<file path="config.mk">
export PLATFORM = sky130hd
export DESIGN_NAME = nastilite_regfile
export DESIGN_NICKNAME = d
export VERILOG_FILES = /design/src/rtl/nastilite_regfile.sv
export SDC_FILE = /design/constraint.sdc
export NUM_CORES = 1
export LEC_CHECK = 0
export CORE_AREA = 2 2 463 465
export DETAILED_ROUTE_END_ITERATION = 8
export DIE_AREA = 0 0 465 467
export PLACE_DENSITY = 0.39
export RECOVER_POWER = 100
export SKIP_CTS_REPAIR_TIMING = 1
export SLEW_MARGIN = 15
export SYNTH_ARGS = -nofsm -noshare
export SYNTH_HDL_FRONTEND = slang
export SYNTH_SLANG_ARGS = --single-unit
</file>
<file path="constraint.sdc">
create_clock -name s_nastilite_clk -period 86.2 [get_ports s_nastilite_clk]
set_input_delay 21.55 -clock s_nastilite_clk [delete_from_list [all_inputs] [get_ports s_nastilite_clk]]
set_output_delay 21.55 -clock s_nastilite_clk [all_outputs]
set_load 0.03 [all_outputs]
</file>
<file path="src/rtl/nastilite_regfile.sv">
// ============================================================================
// nastilite_regfile : parametrised NASTILite slave configuration/status regs
// Revision 1.0
// ============================================================================
`default_nettype none

module nastilite_regfile #(
  parameter int                             ADDR_WIDTH  = 8,
  parameter int                             DATA_WIDTH  = 64,
  parameter int                             NUM_REGS    = 8,
  parameter logic [NUM_REGS-1:0]            RO_MASK     = '0,
  parameter logic [NUM_REGS*DATA_WIDTH-1:0] RESET_VALUE = '0
) (
  input  logic                           s_nastilite_clk,
  input  logic                           s_nastilite_areset,
  input  logic                           s_nastilite_aw_valid,
  output logic                           s_nastilite_aw_ready,
  input  logic [ADDR_WIDTH-1:0]          s_nastilite_aw_addr,
  input  logic                           s_nastilite_w_valid,
  output logic                           s_nastilite_w_ready,
  input  logic [DATA_WIDTH-1:0]          s_nastilite_w_data,
  input  logic [DATA_WIDTH/8-1:0]        s_nastilite_w_strb,
  output logic                           s_nastilite_b_valid,
  input  logic                           s_nastilite_b_ready,
  output logic [1:0]                     s_nastilite_b_resp,
  input  logic                           s_nastilite_ar_valid,
  output logic                           s_nastilite_ar_ready,
  input  logic [ADDR_WIDTH-1:0]          s_nastilite_ar_addr,
  output logic                           s_nastilite_r_valid,
  input  logic                           s_nastilite_r_ready,
  output logic [DATA_WIDTH-1:0]          s_nastilite_r_data,
  output logic [1:0]                     s_nastilite_r_resp,
  input  logic [NUM_REGS*DATA_WIDTH-1:0] status_in,
  output logic [NUM_REGS*DATA_WIDTH-1:0] cfg_regs,
  output logic [NUM_REGS-1:0]            wr_pulse
);

  localparam int C_STRB_W = DATA_WIDTH / 8;
  localparam int C_LSB    = $clog2(C_STRB_W);
  localparam int C_IDX_W  = ADDR_WIDTH - C_LSB;

  logic                           aw_full_q;
  logic [C_IDX_W-1:0]             aw_idx_q;
  logic                           w_full_q;
  logic [DATA_WIDTH-1:0]          w_data_q;
  logic [C_STRB_W-1:0]            w_strb_q;
  logic                           b_valid_q;
  logic [1:0]                     b_resp_q;
  logic [1:0]                     b_resp_d;
  logic                           r_valid_q;
  logic [DATA_WIDTH-1:0]          r_data_q;
  logic [DATA_WIDTH-1:0]          r_data_d;
  logic [1:0]                     r_resp_q;
  logic [1:0]                     r_resp_d;
  logic [NUM_REGS-1:0]            wr_pulse_q;
  logic [NUM_REGS-1:0]            wr_pulse_d;
  logic [NUM_REGS*DATA_WIDTH-1:0] cfg_q;

  logic [C_IDX_W-1:0] ar_idx;
  logic               commit;
  logic               aw_hit;
  logic               ar_ready_int;
  logic               ar_hs;
  logic               unused_bits;

  assign ar_idx       = s_nastilite_ar_addr[ADDR_WIDTH-1:C_LSB];
  assign commit       = aw_full_q & w_full_q & (~b_valid_q | s_nastilite_b_ready);
  assign ar_ready_int = ~r_valid_q | s_nastilite_r_ready;
  assign ar_hs        = s_nastilite_ar_valid & ar_ready_int;

  // Byte-offset address bits and the status of writable registers are never consulted.
  assign unused_bits = ^{s_nastilite_aw_addr[C_LSB-1:0], s_nastilite_ar_addr[C_LSB-1:0], status_in};

  always_comb begin
    wr_pulse_d = '0;
    aw_hit     = 1'b0;
    for (int k = 0; k < NUM_REGS; k++) begin
      if (aw_idx_q == C_IDX_W'(k)) begin
        aw_hit        = 1'b1;
        wr_pulse_d[k] = commit & ~RO_MASK[k];
      end
    end
    b_resp_d = aw_hit ? 2'b00 : 2'b10;
  end

  always_comb begin
    r_data_d = '0;
    r_resp_d = 2'b10;
    for (int k = 0; k < NUM_REGS; k++) begin
      if (ar_idx == C_IDX_W'(k)) begin
        r_resp_d = 2'b00;
        r_data_d = RO_MASK[k] ? status_in[k*DATA_WIDTH +: DATA_WIDTH]
                              : cfg_q[k*DATA_WIDTH +: DATA_WIDTH];
      end
    end
  end

  // Read-only slots keep their reset value since their write enable is never raised.
  always_ff @(posedge s_nastilite_clk or posedge s_nastilite_areset) begin
    if (s_nastilite_areset) begin
      cfg_q <= RESET_VALUE;
    end else begin
      for (int k = 0; k < NUM_REGS; k++) begin
        for (int b = 0; b < C_STRB_W; b++) begin
          if (wr_pulse_d[k] && w_strb_q[b]) begin
            cfg_q[k*DATA_WIDTH + b*8 +: 8] <= w_data_q[b*8 +: 8];
          end
        end
      end
    end
  end

  always_ff @(posedge s_nastilite_clk or posedge s_nastilite_areset) begin
    if (s_nastilite_areset) begin
      aw_full_q  <= 1'b0;
      aw_idx_q   <= '0;
      w_full_q   <= 1'b0;
      w_data_q   <= '0;
      w_strb_q   <= '0;
      b_valid_q  <= 1'b0;
      b_resp_q   <= 2'b00;
      r_valid_q  <= 1'b0;
      r_data_q   <= '0;
      r_resp_q   <= 2'b00;
      wr_pulse_q <= '0;
    end else begin
      if (commit) begin
        aw_full_q <= 1'b0;
      end else if (s_nastilite_aw_valid && !aw_full_q) begin
        aw_full_q <= 1'b1;
        aw_idx_q  <= s_nastilite_aw_addr[ADDR_WIDTH-1:C_LSB];
      end

      if (commit) begin
        w_full_q <= 1'b0;
      end else if (s_nastilite_w_valid && !w_full_q) begin
        w_full_q <= 1'b1;
        w_data_q <= s_nastilite_w_data;
        w_strb_q <= s_nastilite_w_strb;
      end

      if (commit) begin
        b_valid_q <= 1'b1;
        b_resp_q  <= b_resp_d;
      end else if (s_nastilite_b_ready) begin
        b_valid_q <= 1'b0;
      end

      if (ar_hs) begin
        r_valid_q <= 1'b1;
        r_data_q  <= r_data_d;
        r_resp_q  <= r_resp_d;
      end else if (s_nastilite_r_ready) begin
        r_valid_q <= 1'b0;
      end

      wr_pulse_q <= wr_pulse_d;
    end
  end

  assign s_nastilite_aw_ready = ~aw_full_q & ~s_nastilite_areset;
  assign s_nastilite_w_ready  = ~w_full_q & ~s_nastilite_areset;
  assign s_nastilite_ar_ready = ar_ready_int & ~s_nastilite_areset;
  assign s_nastilite_b_valid  = b_valid_q;
  assign s_nastilite_b_resp   = b_resp_q;
  assign s_nastilite_r_valid  = r_valid_q;
  assign s_nastilite_r_data   = r_data_q;
  assign s_nastilite_r_resp   = r_resp_q;
  assign cfg_regs             = cfg_q;
  assign wr_pulse             = wr_pulse_q;

endmodule

`default_nettype wire

</file>
==> metrics.txt, run 1 <==
vias per inst=3.897; GPL Wtd Cong=0.7515; total CTS buffers=92; vias in the first global route=24.01k; LEAKAGE=0.01978 uW; largest net degree at the start of global routing=157; Cell Area, Synth=31110 um^2; Ys Warns=0; area leader, netlist=dfrtp_1; synth unique cells=49; area of the multi-input gates=12820 um^2; routed len/inst=25.88 um; met1 Usage GRT=17.33%; synthesized instance count=2367; most frequent cells in the layout=666 x dfrtp_1, 596 x dlygate4sd3_1, 504 x mux2_2; Clock Latency Late Sink=730 ps; sequential fraction of the synthesis area=53.65%; Arr. time, crit path=26640 ps; Layout Area Growth over Synthesis=39.99%; routed wire length=153.6 mm; dominant cells by area after synthesis=dfrtp_1 54%, mux2_2 18%, o211ai_1 3.6%; register area=16690 um^2; period utilization=55.91%; Hold/Removal Path Class=reg2reg; Sink Count=667; post-route ant nets=0; Critical Path Start Type=input port; share of layout cells above drive strength 1=22.96%; row cnt=169; Rel. slew slack=-486.1%; final hold slack=485.0 ps; drc violations=0; First DRT Iteration DRCs=1262; Final min period=48190 ps; # IOs=1200; CTS root buf=clkbuf_16; worst slew pin tran=8792 ps; worst-path fanout max=72; gr busiest metal=met2; status=finished, violations left; Filler Cell Count=22.93k; Design Power=1325 uW; Crit Path Class=in2out; initial cell density of the core=14.70%; Post-synth ARST share=100.0%; top-area cell type share of the netlist area=53.65%; f_max=0.02075 GHz; dpl hpwl=107.4 mm; most common cell after layout, fill and taps aside=dfrtp_1; Total Neg Setup Slack=0 ps; Yosys reg bits=667; RSZ-0062 raised after global routing=no; worst vdd ir=0.00001519 V; Die ar.=217200 um^2; CTS tree=built; clock tree buffer depth=3; Avg Inst Size Synth=13.14 um^2; Final setup viols=0; Final nets=3628; Die Y=467 um; Clock Skew=23.40 ps; via count=23.12k; final hold vios=0; violated checks=capacitance limit, slew limit; initial antenna violation count=14; clk slew on worst S/H paths=50 ps; top_reg_cell synth=dfrtp_1; Post-synth EDFFs=0; MaxCap Viol Count=30; met3 Use GR=4.603%; Required @ worst endpoint=64650 ps; core area=211700 um^2; total global-route track usage=13.85%; PortBufs=679; CP endpoint kind=output port; GRT overflow=0; max-slew violations=1087; Initial DRT Pass Iterations=5; M2 GR Usage=22.39%; Die X=465 um; first-pass GRT wire length=211.4 mm; PD cells=30.43 nW/um^2; H-tree levels=3
-- flip-flops by register name, summed over array words and instances, names as in the netlist --
| signal | flops |
|---|---|
| cfg_regs | 512 |
| aw_full_q | 1 |
| wr_pulse | 8 |
| w_full_q | 1 |
| w_strb_q | 8 |
| s_nastilite_r_data | 64 |
| w_data_q | 64 |
| s_nastilite_b_valid | 1 |
| aw_idx_q | 5 |
| s_nastilite_r_valid | 1 |
| s_nastilite_r_resp | 1 |
| s_nastilite_b_resp | 1 |
-- cell families after synthesis --
logic type      count (synthesis)  synth area share [%]
compound gates                416                 10.39
buf+inv                       211                 3.185
flops                         667                 53.65
mux                           694                 24.74
other cells                     1               0.01205
simple gates                  378                 8.016
-- path summary, 6_finish.rpt --
kind	start	to	slack, ps	cells after the start
max	s_nastilite_areset	s_nastilite_ar_ready	38010	4
min in group asynchronous	s_nastilite_areset	s_nastilite_b_valid$_DFFE_PP0P_	22360	2
max in group asynchronous	s_nastilite_areset	cfg_regs[155]$_DFFE_PP0P_	47200	6
min reg2reg	s_nastilite_r_data[35]$_DFFE_PP0P_	s_nastilite_r_data[35]$_DFFE_PP0P_	490	2
max reg2reg	w_full_q$_DFFE_PP0P_	w_data_q[26]$_DFFE_PP0P_	80030	3
min	s_nastilite_r_data[35]$_DFFE_PP0P_	s_nastilite_r_data[35]$_DFFE_PP0P_	490	2
-- metrics by stage --
stage / cells / setup slack (ps) / area, um^2 / utilization [%]
finish: 5933 / 38010 / 43550 / 20.57
global route: 5925 / 37110 / 43530 / 20.56
CTS: 5922 / 41140 / 44290 / 20.93
detailed placement: 5748 / 41140 / 41050 / 19.40
global placement: 5748 / 41140 / 41050 / 19.40
floorplan: 2368 / 28010 / 31110 / -
-- cells in the mapped netlist, types with 5 or more instances --
cell / instances
inv_1: 52
nand3_1: 52
nor2_8: 24
dfrtp_1: 667
o21a_1: 12
a211oi_1: 20
or2_1: 8
o221ai_1: 101
and2_1: 5
nand2_2: 6
o211ai_1: 149
nor2_1: 18
mux2_1: 85
nand3b_1: 15
o22ai_1: 12
a21o_1: 21
nor2b_1: 56
buf_4: 13
or2_2: 10
nand2_1: 121
nor2_4: 32
mux2i_1: 104
a221oi_1: 11
mux2_2: 504
buf_2: 63
a21oi_1: 16
a22o_1: 49
o21ai_0: 16
clkbuf_1: 76
nand2b_1: 18
-- area by class of cell --
type                       instances  area share (%)
antenna                           11         0.06321
clock buffer                     139           6.344
clock inverter                    35           1.092
inverter                          53          0.4597
multi-input combinational       1490           29.44
sequential                       667           38.33
tap                             2821           8.105
timing repair buffer             717           16.16
-- power by group --
group	leakage, uW	switching (uW)	internal, uW	total (uW)
clock	0.00158	158	251	410
sequential	0.00892	104	392	496
combinational	0.00928	255	164	419
total	0.0198	517	808	1330
-- routing by layer --
| layer | part of all wire (%) | wire length [um] |
|---|---|---|
| met3 | 7.3 | 11230 |
| met4 | 2.8 | 4337 |
| met5 | 0.031 | 47 |
| met1 | 43 | 65910 |
| met2 | 47 | 72030 |
-- critical path, cell delays in order --
cell and delay, ps:
dlygate4sd3_1 590, clkinvlp_2 2650, and2_1 1010, dlygate4sd3_1 720
(Power assumes the default switching activity.)
==> run 2: changes to the inputs <==
--- a/config.mk
+++ b/config.mk
@@ -5,9 +5,9 @@
 export SDC_FILE = /design/constraint.sdc
 export NUM_CORES = 1
 export LEC_CHECK = 0
-export CORE_AREA = 2 2 463 465
+export CORE_AREA = 2 2 465 467
 export DETAILED_ROUTE_END_ITERATION = 8
-export DIE_AREA = 0 0 465 467
+export DIE_AREA = 0 0 467 469
 export PLACE_DENSITY = 0.39
 export RECOVER_POWER = 100
 export SKIP_CTS_REPAIR_TIMING = 1
==> constraint.sdc (replaced) <==
create_clock -name s_nastilite_clk -period 47.7 [get_ports s_nastilite_clk]
set_input_delay 11.925 -clock s_nastilite_clk [delete_from_list [all_inputs] [get_ports s_nastilite_clk]]
set_output_delay 11.925 -clock s_nastilite_clk [all_outputs]
set_load 0.03 [all_outputs]
==> metrics.txt, run 2 (synthesis results as in run 1) <==
Psw=922.8 uW; PortBufs=679; Die X=467 um; Layout Area Growth over Synthesis=38.99%; CTS root buf=clkbuf_16; Arr. time, crit path=16180 ps; M2 GR Usage=22.61%; first-pass GRT wire length=211.6 mm; Pint=1407 uW; most frequent cells in the layout=666 x dfrtp_1, 595 x dlygate4sd3_1, 504 x mux2_2; post-route ant nets=0; violated checks=capacitance limit, slew limit; GRT overflow=0; Initial DRT Pass Iterations=5; final hold vios=0; vias in the first global route=24.31k; GPL Wtd Cong=0.7527; drc violations=0; First DRT Iteration DRCs=1551; clk slew on worst S/H paths=60 ps; MaxCap Viol Count=32; worst slew pin tran=8760 ps; Rel. slew slack=-484.0%; clock tree buffer depth=3; Filler Cell Count=23.31k; CTS tree=built; Placement Setup Slack=21810 ps; total CTS buffers=88; Critical Path Start Type=input port; Die Y=469 um; Crit Path Class=in2out; via count=23.28k; largest net degree at the start of global routing=151; met1 Usage GRT=17.33%; sw frac=39.61%; Total Neg Setup Slack=0 ps; Clk network pwr share=28.9%; vias per inst=3.922; met3 Use GR=4.641%; status=finished, violations left; Sink Count=667; max-slew violations=1120; row cnt=170; Reg power frac=38.4%; f_max=0.03557 GHz; LEAKAGE=0.01961 uW; period utilization=58.93%; RSZ-0062 raised after global routing=no; PD cells=53.88 nW/um^2; share of layout cells above drive strength 1=22.51%; combinational power share=32.7%; max reg flops=512; Final nets=3625; initial cell density of the core=14.55%; gr busiest metal=met2; Die ar.=219000 um^2; worst-path fanout max=56; core area=213800 um^2; total global-route track usage=13.82%; most common cell after layout, fill and taps aside=dfrtp_1; initial antenna violation count=22; Final setup viols=0; Clock Latency Late Sink=710 ps; Design Power=2330 uW; routed len/inst=26.14 um; routed wire length=155.2 mm; dpl hpwl=107.4 mm; Required @ worst endpoint=35780 ps; CP endpoint kind=output port; Final min period=28110 ps; Clock Skew=27.24 ps; H-tree levels=3; Final WS setup=19590 ps; Hold/Removal Path Class=reg2reg; worst vdd ir=0.00003074 V; # IOs=1200
==> run 2: cell count changes in the layout (fill, tap and decap cells not counted), sizes merged <==
cell / previous run / this run
buf: 25 / 23
bufinv: 10 / 2
clkbuf: 155 / 158
clkdlybuf4s50: 80 / 81
clkinv: 14 / 17
clkinvlp: 6 / 2
diode: 11 / 10
dlygate4sd3: 596 / 595
inv: 58 / 53
==> run 2: final timing paths <==
check | slack [ps] | to | startpoint | cells after the start
min | 480 | s_nastilite_r_data[46]$_DFFE_PP0P_ | s_nastilite_r_data[46]$_DFFE_PP0P_ | 2
min in group asynchronous | 12520 | s_nastilite_b_valid$_DFFE_PP0P_ | s_nastilite_areset | 2
max in group asynchronous | 23850 | cfg_regs[340]$_DFFE_PP0P_ | s_nastilite_areset | 4
max reg2reg | 41020 | w_data_q[37]$_DFFE_PP0P_ | w_full_q$_DFFE_PP0P_ | 3
max | 19590 | s_nastilite_ar_ready | s_nastilite_areset | 4
min reg2reg | 480 | s_nastilite_r_data[46]$_DFFE_PP0P_ | s_nastilite_r_data[46]$_DFFE_PP0P_ | 2
==> run 2: cell type report <==
type	instances	area [um^2]	area share, %
Clock buffer	139	2689	6.219
Clock inverter	21	191.4	0.4427
Sequential cell	667	16690	38.60
Inverter	53	200.2	0.4630
Tap cell	2838	3551	8.212
Timing Repair Buffer	718	7051	16.31
Multi-Input combinational cell	1490	12840	29.69
Antenna cell	10	25.02	0.05787
==> run 2: through the flow <==
step	instance area, um^2	cells	utilization [%]	hold slack (ps)
2_1_floorplan	31110	2368	-	501.8
4_1_cts	43990	5926	20.58	490.8
3_5_place_dp	41110	5766	19.23	475.4
5_1_grt	43230	5931	20.22	510.3
3_3_place_gp	41100	5765	19.23	469.7
6_report	43240	5936	20.23	482.1
==> run 2: power by group through the flow <==
stage,sequential (uW),clock (uW),combinational (uW)
after detailed placement,910,0,832
after global routing,923,720,806
after floorplan,1050,0,259
after CTS,902,697,835
after global placement,909,0,829
final,896,672,762
==> run 2: layer usage <==
layer  share of wire [%]  vias to the layer above
met3                 8.2                      165
met5               0.027                        -
met4                 2.3                        8
met2                  47                      773
met1                  42                    12220
li1                    -                    10110
==> run 2: critical path: stages <==
cell and delay, ps:
dlygate4sd3_1 580, clkinvlp_2 2150, and2_0 840, clkdlybuf4s50_1 630
==> run 3: changes to the inputs <==
--- a/config.mk
+++ b/config.mk
@@ -5,10 +5,10 @@
 export SDC_FILE = /design/constraint.sdc
 export NUM_CORES = 1
 export LEC_CHECK = 0
-export CORE_AREA = 2 2 465 467
+export CORE_AREA = 2 2 464 466
 export DETAILED_ROUTE_END_ITERATION = 8
-export DIE_AREA = 0 0 467 469
-export PLACE_DENSITY = 0.39
+export DIE_AREA = 0 0 466 468
+export PLACE_DENSITY = 0.4
 export RECOVER_POWER = 100
 export SKIP_CTS_REPAIR_TIMING = 1
 export SLEW_MARGIN = 15
==> constraint.sdc (replaced) <==
create_clock -name s_nastilite_clk -period 23.5 [get_ports s_nastilite_clk]
set_input_delay 5.875 -clock s_nastilite_clk [delete_from_list [all_inputs] [get_ports s_nastilite_clk]]
set_output_delay 5.875 -clock s_nastilite_clk [all_outputs]
set_load 0.03 [all_outputs]
==> metrics.txt, run 3 (synthesis results as in run 1) <==
status=finished, violations left; violated checks=capacitance limit, slew limit; M2 GR Usage=22.59%; vias per inst=3.924; non-filler cells, final=5943; routed len/inst=26.04 um; core area=213300 um^2; max reg flops=512; f_max=0.06542 GHz; CP endpoint kind=asynchronous set/reset pin; share of layout cells above drive strength 1=22.89%; RSZ-0062 raised after global routing=no; CP most frequent cell=clkbuf_1; PD cells=109.5 nW/um^2; vias in the first global route=24.20k; most common cell after layout, fill and taps aside=dfrtp_1; total global-route track usage=13.89%; clock tree buffer depth=3; post-route ant nets=0; count of buffer and inverter cells on the critical path=7; worst vdd ir=0.00006117 V; Layout Area Growth over Synthesis=39.41%; final hold vios=0; clk slew on worst S/H paths=60 ps; H-tree levels=3; # IOs=1200; largest net degree at the start of global routing=139; Final setup viols=0; most frequent cells in the layout=666 x dfrtp_1, 596 x dlygate4sd3_1, 502 x mux2_2; CTS tree=built; First DRT Iteration DRCs=1243; Sink Count=667; initial cell density of the core=14.58%; critical path, cell by cell=dlygate4sd3_1 -> clkinvlp_2 -> clkbuf_1 -> buf_12 -> clkbuf_1 -> clkbuf_1 -> buf_4; MaxCap Viol Count=22; total CTS buffers=89; Die ar.=218100 um^2; max-slew violations=686; CTS root buf=clkbuf_16; met3 Use GR=4.597%; worst slew pin tran=3824 ps; worst-path fanout max=138; GRT overflow=0; DP Cell Count=5774; Required @ worst endpoint=24210 ps; LEAKAGE=0.01970 uW; Initial DRT Pass Iterations=5; Crit Path Class=in2async; Hold/Removal Path Class=reg2reg; final core utilization=20.33%; Arr. time, crit path=15990 ps; Max stage delay cell, worst path=clkbuf_1; drc violations=0; period utilization=65.04%; family with the most delay on the worst path=buffers and inverters; PortBufs=679; dpl hpwl=108.5 mm; Total Neg Setup Slack=0 ps; Clock Latency Late Sink=740 ps; GPL Wtd Cong=0.7672; routed wire length=154.8 mm; row cnt=170; initial antenna violation count=17; met1 Usage GRT=17.42%; gr busiest metal=met2; CP max stage delay=2810 ps; Rel. slew slack=-154.9%; Clock Skew=35.20 ps; first-pass GRT wire length=212.6 mm; Die X=466 um; via count=23.32k; Final min period=15290 ps; Critical Path Start Type=input port; Die Y=468 um; Final nets=3634
[run 3: cell types whose count changed in the layout (fill, tap and decap cells not counted), sizes merged]
cell           change
clkdlybuf4s50      -1
clkinvlp           +1
dlygate4sd3        +1
diode              -3
clkbuf             -7
inv                +5
buf                +9
clkinv             +2
[run 3: area by class of cell]
cell class | count | area (um^2)
Antenna cell | 7 | 17.52
Clock buffer | 133 | 2634
Sequential cell | 667 | 16690
Tap cell | 2838 | 3551
Multi-Input combinational cell | 1490 | 12840
Inverter | 53 | 200.2
Clock inverter | 29 | 307.8
Fill cell | 23150 | 170000
Timing Repair Buffer | 726 | 7123
[run 3: stage by stage]
step	power [uW]	hold WS [ps]	instance area [um^2]	setup WS [ps]
floorplan	2653	501.8	31120	873.6
global placement	3529	469.7	41150	9817
detailed placement	3537	472.2	41150	9792
CTS	4964	488.8	44090	9781
global route	4985	502.9	43360	6432
finish	4749	482.7	43370	8215
[run 3: power breakdown]
group          switching [uW]  total (uW)  internal (uW)  leakage, uW
clock                     590        1390            802      0.00145
sequential                378        1820           1440      0.00892
combinational             936        1540            605      0.00933
[run 3: worst reg2reg max path: cells and delay by family (launching register included)]
kind	cells	cell delay (ps)
DFF	1	380
and+or+nand+nor	3	4250
muxes	1	470
[run 3: metal layers]
layer / wire length, um / share of wire, % / vias to the layer above
met2: 72030 / 47 / 736
met5: 35 / 0.023 / -
li1: - / - / 10130
met4: 4409 / 2.8 / 6
met1: 66570 / 43 / 12290
met3: 11720 / 7.6 / 166
[run 3: worst paths after layout]
| path | from | end | slack, ps | depth (start not counted) |
|---|---|---|---|---|
| worst max-delay path | s_nastilite_areset | cfg_regs[210]$_DFFE_PP0P_ | 8210 | 7 |
| worst min-delay path | s_nastilite_r_data[39]$_DFFE_PP0P_ | s_nastilite_r_data[39]$_DFFE_PP0P_ | 480 | 2 |
| worst max register to register | aw_idx_q[3]$_DFFE_PP0P_ | cfg_regs[485]$_DFFE_PP0P_ | 18260 | 4 |
| worst min register to register | s_nastilite_r_data[39]$_DFFE_PP0P_ | s_nastilite_r_data[39]$_DFFE_PP0P_ | 480 | 2 |
| max in group s_nastilite_clk | s_nastilite_areset | s_nastilite_ar_ready | 9730 | 4 |
| min in group asynchronous | s_nastilite_areset | cfg_regs[253]$_DFFE_PP0P_ | 7070 | 3 |
==> RTL change (settings of run 2) <==
`DATA_WIDTH`: 64 -> 32.
--- a/src/rtl/nastilite_regfile.sv
+++ b/src/rtl/nastilite_regfile.sv
@@ -8,3 +8,3 @@
   parameter int                             ADDR_WIDTH  = 8,
-  parameter int                             DATA_WIDTH  = 64,
+  parameter int                             DATA_WIDTH  = 32,
   parameter int                             NUM_REGS    = 8,
Ports: changed (5 resized); port bits go from 1200 to 620. The function was not compared with the original's and may differ.
==> RTL change against run 2 <==
- setup slack worse by 0.45 ns
- wire length down 47%
- design area decreased by 45%
- first-iteration DRC count shrank 69%
- synthesized area decreased by 50%
- the flow still finishes with violations (capacitance limit, slew limit)
- via count fell by 53%
- core utilization down 9.1 points
- total power decreased by 35%
- clock power shrank 46%
- largest cell class unchanged
- sequential cell count fell by 323
==> RTL change: results (changes against run 2) <==
[outcome]
status=finished, violations left
violations=capacitance limit, slew limit

[synthesis]
ys_seq_area_share_pct=55.7  ; +2.1 points
ys_top_cells_by_count=344 x dfrtp_1, 305 x mux2_2, 42 x nor2_1
ys_seq_elements=344  ; -48%

[pwr]
irDropWorstVdd_mv=0.0247  ; -20%
p_int_mw=0.878  ; -38%
comb-power_mw=0.610  ; -20%
p_seq_mw=0.542  ; -40%

[layout]
nFillCells=24400  ; +4.8%
multi_input_area_um2=6270  ; -51%
register_area_um2=8610  ; -48%
nonClkBufAreaFrac_pct=15.7  ; -0.65 points
n_antenna_cell=9  ; -1
clockBufferCount=72  ; -48%
finish.utilization_pct=11.1  ; -9.1 points
clockNetworkAreaShare_pct=6.56  ; -0.10 points
layout-drive-gt1-share_pct=29.8  ; +7.3 points
nNetsFinal=1746  ; -52%

[timing]
slew_viol_final=429  ; -62%
maxSlewHeadroom_pct=-138  ; +350 points
fin_worst_skew_ns=0.0423  ; +0.0151 ns
period_minus_slack_ns=28.56  ; +0.454 ns
whs_ns=0.470  ; -0.0120 ns

[setup_path]
r2r-end=w_data_q[24]
cp.arrival_ns=16.64  ; +0.46 ns
reg2reg_slack_ns=43.44  ; +2.42 ns
crit_path_max_incr_delay_ns=2.34  ; +0.19 ns

[global_routing]
antenna_found_initial=14  ; -36%
grt_pass1_vias=11500  ; -53%
use_met3_pct=1.47  ; -3.2 points
track_usage_pct=7.30  ; -6.5 points
grt_use_met2_pct=12.8  ; -9.9 points
grt_max_degree=57  ; -62%

[run]
cap_violations=10  ; -69%

[placed_design]
hpwl_um=58500  ; -46%
dp.cells=4219  ; -27%
gp_congestion=0.692  ; -8.0%
port_buffers=357  ; -47%

[route]
dr_wl_met2_um=40800  ; -44%
top_layer=met4
wl_met3_um=3510  ; -72%
first_iter_violations=485  ; -69%
wl_per_cell_um=18.9  ; -28%

[cts]
htreeDepth=2  ; -1

## RTL change: cell count changes after synthesis, sizes merged, moves of 31 or more
| cell | change |
|---|---|
| dfrtp | -323 |
| mux2 | -268 |
| o211ai | -148 |
| nand2 | -97 |
| o221ai | -97 |
| mux2i | -84 |
| buf | -52 |
| nor2b | -52 |
| inv | -48 |
| clkbuf | -46 |
| a22o | -34 |
| nor2 | -33 |
| mux4 | +31 |
## RTL change: tightest hold or removal path, delay by kind of cell, from the launching register on
family | cells | cell delay, ns
AND/OR/NAND/NOR | 1 | 0.04
AO/OA/AOI/OAI | 1 | 0.06
flip-flops | 1 | 0.33
## RTL change: kinds of logic (layout without fill, tap and decap cells)
kind of cell / count (synthesis) / in the layout / synth area share [%]
flops: 344 / 344 / 55.7
buf+inv: 65 / 474 / 2.02
simple gates: 146 / 146 / 6.54
mux: 373 / 373 / 29.8
other cells: 1 / 11 / 0.0243
compound gates: 129 / 129 / 5.91
